==> config.mk <==
export PLATFORM = sky130hd
export DESIGN_NAME = m_store_buffer
export DESIGN_NICKNAME = d
export VERILOG_FILES = /design/src/rtl/m_store_buffer_pkg.sv /design/src/rtl/m_store_align.sv /design/src/rtl/m_store_buffer.sv
export SDC_FILE = /design/constraint.sdc
export NUM_CORES = 1
export LEC_CHECK = 0
export ABC_AREA = 0
export BUFFER_PORTS_ARGS = -buffer_cell sky130_fd_sc_hd__buf_2
export CAP_MARGIN = 20
export CORE_MARGIN = 2
export CORE_UTILIZATION = 51
export CTS_BUF_LIST = sky130_fd_sc_hd__clkbuf_4
export CTS_CLUSTER_DIAMETER = 100
export DETAILED_ROUTE_END_ITERATION = 7
export MAX_ROUTING_LAYER = met4
export PLACE_DENSITY = 0.79
export SLEW_MARGIN = 20
export SYNTH_ARGS = -nofsm -noshare
export SYNTH_HDL_FRONTEND = slang
export SYNTH_SLANG_ARGS = --single-unit
==> constraint.sdc <==
create_clock -name clk -period 4.7 [get_ports clk]
set_clock_uncertainty 0.15 [all_clocks]
set_input_delay 1.175 -clock clk [delete_from_list [all_inputs] [get_ports clk]]
set_output_delay 1.175 -clock clk [all_outputs]
set_load 0.01 [all_outputs]
==> src/rtl/m_store_buffer_pkg.sv <==
`default_nettype none
// ============================================================================
//  Module      : m_store_buffer_pkg
//  Description : Shared DMOp encodings and byte-enable width used by the
//                M-stage load extender and store buffer.
//  Revision    : 1.0 - initial release
// ============================================================================
package m_store_buffer_pkg;

   // Data-memory operation encodings shared with the load data extender
   localparam logic [2:0] DM_w  = 3'd0;
   localparam logic [2:0] DM_h  = 3'd1;
   localparam logic [2:0] DM_b  = 3'd2;
   localparam logic [2:0] DM_hu = 3'd3;
   localparam logic [2:0] DM_bu = 3'd4;

   // Byte-enable width of one bus word
   localparam int BE_W = 4;

endpackage : m_store_buffer_pkg
`default_nettype wire

==> src/rtl/m_store_align.sv <==
`default_nettype none
// ============================================================================
//  Module      : m_store_align
//  Description : Turns a store (addr[1:0], GPR data, DMOp) into byte enables
//                and lane-replicated write data; flags misaligned and
//                illegal (non-store) DMOps.
//  Revision    : 1.0 - initial release
// ============================================================================
module m_store_align
   import m_store_buffer_pkg::*;
(
   input  logic [1:0]      addr_lo_i,
   input  logic [31:0]     wdata_i,
   input  logic [2:0]      dmop_i,
   output logic [BE_W-1:0] be_o,
   output logic [31:0]     wdata_o,
   output logic            misalign_o,
   output logic            illegal_o
);

   // Decode the store width into lane enables, replicated data and legality
   always_comb begin
      be_o       = '0;
      wdata_o    = '0;
      misalign_o = 1'b0;
      illegal_o  = 1'b0;
      case (dmop_i)
         DM_w: begin
            be_o       = 4'b1111;
            wdata_o    = wdata_i;
            misalign_o = (addr_lo_i != 2'b00);
         end
         DM_h: begin
            be_o       = 4'b0011 << addr_lo_i;
            wdata_o    = {2{wdata_i[15:0]}};
            misalign_o = addr_lo_i[0];
         end
         DM_b: begin
            be_o       = 4'b0001 << addr_lo_i;
            wdata_o    = {4{wdata_i[7:0]}};
         end
         // Unsigned load variants are never valid for a store
         DM_hu, DM_bu: illegal_o = 1'b1;
         default:      illegal_o = 1'b1;
      endcase
   end

endmodule : m_store_align
`default_nettype wire

==> src/rtl/m_store_buffer.sv <==
`default_nettype none
// ============================================================================
//  Module      : m_store_buffer
//  Description : M-stage store buffer. Aligns CPU stores into word-aligned
//                bus writes, queues them in a small FIFO drained over a
//                valid/ready bus, raises store exceptions and reports
//                load-after-store word hazards.
//  Revision    : 1.0 - initial release
// ============================================================================
module m_store_buffer
   import m_store_buffer_pkg::*;
#(
   parameter int DEPTH  = 2,
   parameter int ADDR_W = 32
) (
   input  logic              clk,
   input  logic              reset,
   input  logic              req_valid,
   output logic              req_ready,
   input  logic [ADDR_W-1:0] req_addr,
   input  logic [31:0]       req_wdata,
   input  logic [2:0]        req_dmop,
   output logic              st_exc,
   output logic              bus_valid,
   input  logic              bus_ready,
   output logic [ADDR_W-1:0] bus_addr,
   output logic [31:0]       bus_wdata,
   output logic [BE_W-1:0]   bus_be,
   input  logic [ADDR_W-1:0] ld_addr,
   output logic              ld_hit,
   output logic              empty
);

   localparam int               PTR_W    = $clog2(DEPTH);
   localparam int               CNT_W    = PTR_W + 1;
   localparam int               WA_W     = ADDR_W - 2;
   localparam logic [PTR_W-1:0] PTR_ONE  = PTR_W'(1);
   localparam logic [CNT_W-1:0] CNT_ONE  = CNT_W'(1);
   localparam logic [CNT_W-1:0] CNT_FULL = CNT_W'(DEPTH);

   // FIFO storage: word address, replicated data, byte enables, valid
   logic [WA_W-1:0]  waddr_q [DEPTH];
   logic [31:0]      data_q  [DEPTH];
   logic [BE_W-1:0]  be_q    [DEPTH];
   logic [DEPTH-1:0] vld_q;

   logic [PTR_W-1:0] wr_ptr_q, wr_ptr_d;
   logic [PTR_W-1:0] rd_ptr_q, rd_ptr_d;
   logic [CNT_W-1:0] cnt_q,    cnt_d;

   logic [BE_W-1:0]  w_be;
   logic [31:0]      w_wdata;
   logic             w_misalign;
   logic             w_illegal;
   logic             w_enq;
   logic             w_deq;
   logic [DEPTH-1:0] w_hit;
   logic             w_ld_lo_unused;

   m_store_align u_align (
      .addr_lo_i  (req_addr[1:0]),
      .wdata_i    (req_wdata),
      .dmop_i     (req_dmop),
      .be_o       (w_be),
      .wdata_o    (w_wdata),
      .misalign_o (w_misalign),
      .illegal_o  (w_illegal)
   );

   assign st_exc    = req_valid & (w_misalign | w_illegal);
   assign req_ready = (cnt_q != CNT_FULL);
   assign empty     = (cnt_q == '0);
   assign w_enq     = req_valid & req_ready & ~st_exc;
   assign w_deq     = bus_valid & bus_ready;

   // Bus side is driven purely from the registered head entry
   assign bus_valid = vld_q[rd_ptr_q];
   assign bus_addr  = {waddr_q[rd_ptr_q], 2'b00};
   assign bus_wdata = data_q[rd_ptr_q];
   assign bus_be    = be_q[rd_ptr_q];

   // Byte offset of the load does not matter for a word-granular hazard
   assign w_ld_lo_unused = ^ld_addr[1:0];

   // Per-entry word match against the load in M
   for (genvar i = 0; i < DEPTH; i++) begin : g_hit
      assign w_hit[i] = vld_q[i] & (waddr_q[i] == ld_addr[ADDR_W-1:2]);
   end
   assign ld_hit = |w_hit;

   // Next-state for pointers and occupancy count
   always_comb begin
      wr_ptr_d = wr_ptr_q;
      rd_ptr_d = rd_ptr_q;
      cnt_d    = cnt_q;
      if (w_enq) wr_ptr_d = wr_ptr_q + PTR_ONE;
      if (w_deq) rd_ptr_d = rd_ptr_q + PTR_ONE;
      if (w_enq && !w_deq)      cnt_d = cnt_q + CNT_ONE;
      else if (w_deq && !w_enq) cnt_d = cnt_q - CNT_ONE;
   end

   // Pointer and count registers
   always_ff @(posedge clk or posedge reset) begin
      if (reset) begin
         wr_ptr_q <= '0;
         rd_ptr_q <= '0;
         cnt_q    <= '0;
      end else begin
         wr_ptr_q <= wr_ptr_d;
         rd_ptr_q <= rd_ptr_d;
         cnt_q    <= cnt_d;
      end
   end

   // Entry storage: retire the head on a handshake, write the tail on accept.
   // Retired entries are zeroed so an empty FIFO presents an all-zero bus.
   always_ff @(posedge clk or posedge reset) begin
      if (reset) begin
         for (int i = 0; i < DEPTH; i++) begin
            waddr_q[i] <= '0;
            data_q[i]  <= '0;
            be_q[i]    <= '0;
         end
         vld_q <= '0;
      end else begin
         if (w_deq) begin
            vld_q[rd_ptr_q]   <= 1'b0;
            waddr_q[rd_ptr_q] <= '0;
            data_q[rd_ptr_q]  <= '0;
            be_q[rd_ptr_q]    <= '0;
         end
         if (w_enq) begin
            vld_q[wr_ptr_q]   <= 1'b1;
            waddr_q[wr_ptr_q] <= req_addr[ADDR_W-1:2];
            data_q[wr_ptr_q]  <= w_wdata;
            be_q[wr_ptr_q]    <= w_be;
         end
      end
   end

endmodule : m_store_buffer
`default_nettype wire

==> run_results.csv <==
group,metric,value,unit
status,status,"completed",
timing,hold_violations,0,
synth,ys_ff_latch,138,
place,gp_congestion,0.867,
timing,rsz0062_at_grt,"false",
clocking,clock_sinks,138,
route,wl_met3,1.15,mm
cells_and_area,fin_cells,1114,
clocking,cts_setup_buffers,0,
synth,yosysMostFrequentCell,"nand2_1",
setup_path,crit_slowest_cell,"or4_1",
route,via_count,5941,
synth,synth_top_family_by_area,"multiplexers",
timing,period_needed,3.97,ns
place,placedCellCount,1078,
floorplan,die_x,128,um
timing,worstMarginPinSlew,0.839,ns
route,firstDrtPassIters,4,
timing,timing.fmax,252,MHz
run,max_cap_violations,0,
setup_path,max_stage_delay,0.53,ns
route,wl_per_cell,17.3,um
clocking,htreeDepth,4,
synth,synth_largest_area_cell,"dfrtp_1",
clocking,tritoncts,"yes",
clocking,cts_root_buffer,"clkbuf_4",
clocking,hold_buffers,0,
floorplan,core-area,15100,um^2
global_route,gr-total-overflow,0,
route,drc,0,
global_route,grt_pass1_vias,6066,
hold_path,worstHoldPathType,"register to register",
route,drt_wl_total,19.2,mm
cells_and_area,final_net_count,1014,
route,dr.first_iter.drc_count,320,
setup_path,cp-end-kind,"primary output",
setup_path,start_kind,"primary input",
setup_path,cpMostUsedCell,"buf_2",
timing,setup_viol,0,
clocking,path_clk_slew,0.10,ns
synth,yosys_most_used_dff,"dfrtp_1",
setup_path,crit_type,"primary input to primary output",
route,wl_met2,9.29,mm
place,hpwl,13.6,mm
power,cellPowerDensity,497,nW/um^2
route,routed_via_density,5.33,
setup_path,crit_chain,"buf_2 > xnor2_1 > nand4_1 > or4_1 > o22ai_1 > buf_2",
synth,yosys.area_share.simple,0.127,
power,finalPower,4.56,mW
floorplan,num_rows,45,
synth,synth_compound_area_frac,0.0273,
hold_path,hold_path_depth,2,
setup_path,worst-path-stages,6,
synth,ys_types,33,
cells_and_area,nFillCells,1310,
clocking,cts_buffers,17,
cells_and_area,area_growth,16.4,%
synth,synthArstFlopShare,1.00,
global_route,grt_start_max_net_pins,76,
cells_and_area,drive_gt1_frac,0.309,
synth,syn_area,7880,um^2
global_route,grtUsageTotal,0.248,
floorplan,io_pins,176,
global_route,antenna_found_initial,3,
clocking,clock_path_buffers,2,
route,top_layer_used,"met4",
timing,relSlewSlack,0.439,
route,wl_met1,8.39,mm
clocking,post_cts_resized,0,
setup_path,cp.required,3.38,ns
setup_path,cp_max_fo,2,
power,ir_drop,0.213,mV
setup_path,cp.arrival,2.65,ns
floorplan,die_area,16500,um^2
synth,syn_avg_cell_area,10.4,um^2
synth,synth_top_cells_by_count,"nand2_1, mux2i_1, dfrtp_1, mux2_2, inv_1",
synth,synth.area.mux_share,0.284,
route,antenna_left,0,
synth,yosysTopAreaCellShare,0.439,
timing,fin_setup_tns,0,ns
floorplan,dieHeight,128,um
synth,synth_xor_area_frac,0.0712,
timing,final_max_slew_viol_count,0,
synth,synth_fa_ha_area_frac,0.00159,
synth,synth-edff-count,0,
power,p_leak,5.41,nW
timing,timing.final.crit_share,0.845,
synth,synth_warnings,0,
synth,syn_inst,755,
floorplan,initial_core_util,0.520,
clocking,clk_latency,0.54,ns
setup_path,r2r_cells,5,
setup_path,crit_buf_inv,2,
synth,yosys-top-cells-area,"dfrtp_1, mux2i_1, mux2_2",
place,place.port_buffers,171,
global_route,grt_pass1_wl,30.8,mm
synth,ys_seq_area_frac,0.439,
setup_path,path_delay_family,"simple AND/OR/NAND/NOR gates",
-- cells by family after synthesis --
kind of cell,Yosys count
AOI/OAI and AO/OA,35
xor gates and xnor gates,64
adders and majority gates,1
buffers and inverters,83
DFF,138
muxes,215
other,1
and+or+nand+nor,218
-- state kept, by name (all words and copies together) (netlist names) --
name / count
cnt_q: 2
waddr_q: 60
rd_ptr_q: 1
be_q: 8
wr_ptr_q: 1
vld_q: 2
data_q: 64
-- area by class of cell --
cell class	instances	area, um^2	area share
tap	188	235	0.0257
sequential	138	3450	0.377
clock buffer	18	135	0.0147
inverter	33	128	0.0139
clock inverter	14	129	0.0141
timing repair buffer	185	1030	0.112
multi-input combinational	535	4050	0.441
antenna	3	7.51	0.000819
-- worst paths after layout --
kind / startpoint / to / slack, ns
max: ld_addr[24] / ld_hit / 0.73
min: data_q[29] / data_q[29] / 0.38
max reg2reg: rd_ptr_q / data_q[28] / 1.80
min reg2reg: data_q[29] / data_q[29] / 0.38
max in group asynchronous: reset / waddr_q[20] / 3.06
min in group asynchronous: reset / waddr_q[0] / 0.51
-- worst min-delay path: cells and delay by family, from the launching register on --
| family | cells | cell delay, ns |
|---|---|---|
| DFF | 1 | 0.38 |
| muxes | 1 | 0.05 |
| and+or+nand+nor | 1 | 0.06 |
-- layout by cell type, fill, tap and decap left out, drive strengths merged --
cell type / instances
and3: 1
nand3: 2
clkbuf: 18
and2: 2
buf: 185
ha: 1
nor4: 6
inv: 33
clkinvlp: 4
dfrtp: 138
a21o: 10
bufinv: 2
mux2i: 148
nand3b: 9
nor2b: 2
or4: 2
nor3b: 2
mux2: 67
nand2: 149
o21ai: 16
a21oi: 4
clkinv: 8
conb: 2
o21bai: 4
nand2b: 26
xor2: 32
nand4: 12
o22ai: 1
nor2: 3
diode: 3
xnor2: 32
nor3: 2
-- through the flow --
step                hold WS (ns)  setup slack (ns)  instance area [um^2]   util
floorplan                  0.311              1.23                  7880      -
global placement           0.332             0.756                  8870  0.585
detailed placement         0.358             0.740                  8870  0.585
CTS                        0.377             0.740                  9130  0.603
global route               0.387             0.704                  9170  0.605
finish                     0.377             0.727                  9170  0.605
-- per-layer routing --
layer,vias up,global-route usage
met5,-,-
met4,0,0.0808
met3,26,0.0555
met2,180,0.407
met1,2893,0.307
li1,2842,-
-- power by group --
group / switching, mW / internal (mW)
Combinational: 0.977 / 0.918
Clock: 0.429 / 0.312
Sequential: 0.344 / 1.58
Total: 1.75 / 2.81
(Power assumes the default switching activity.)
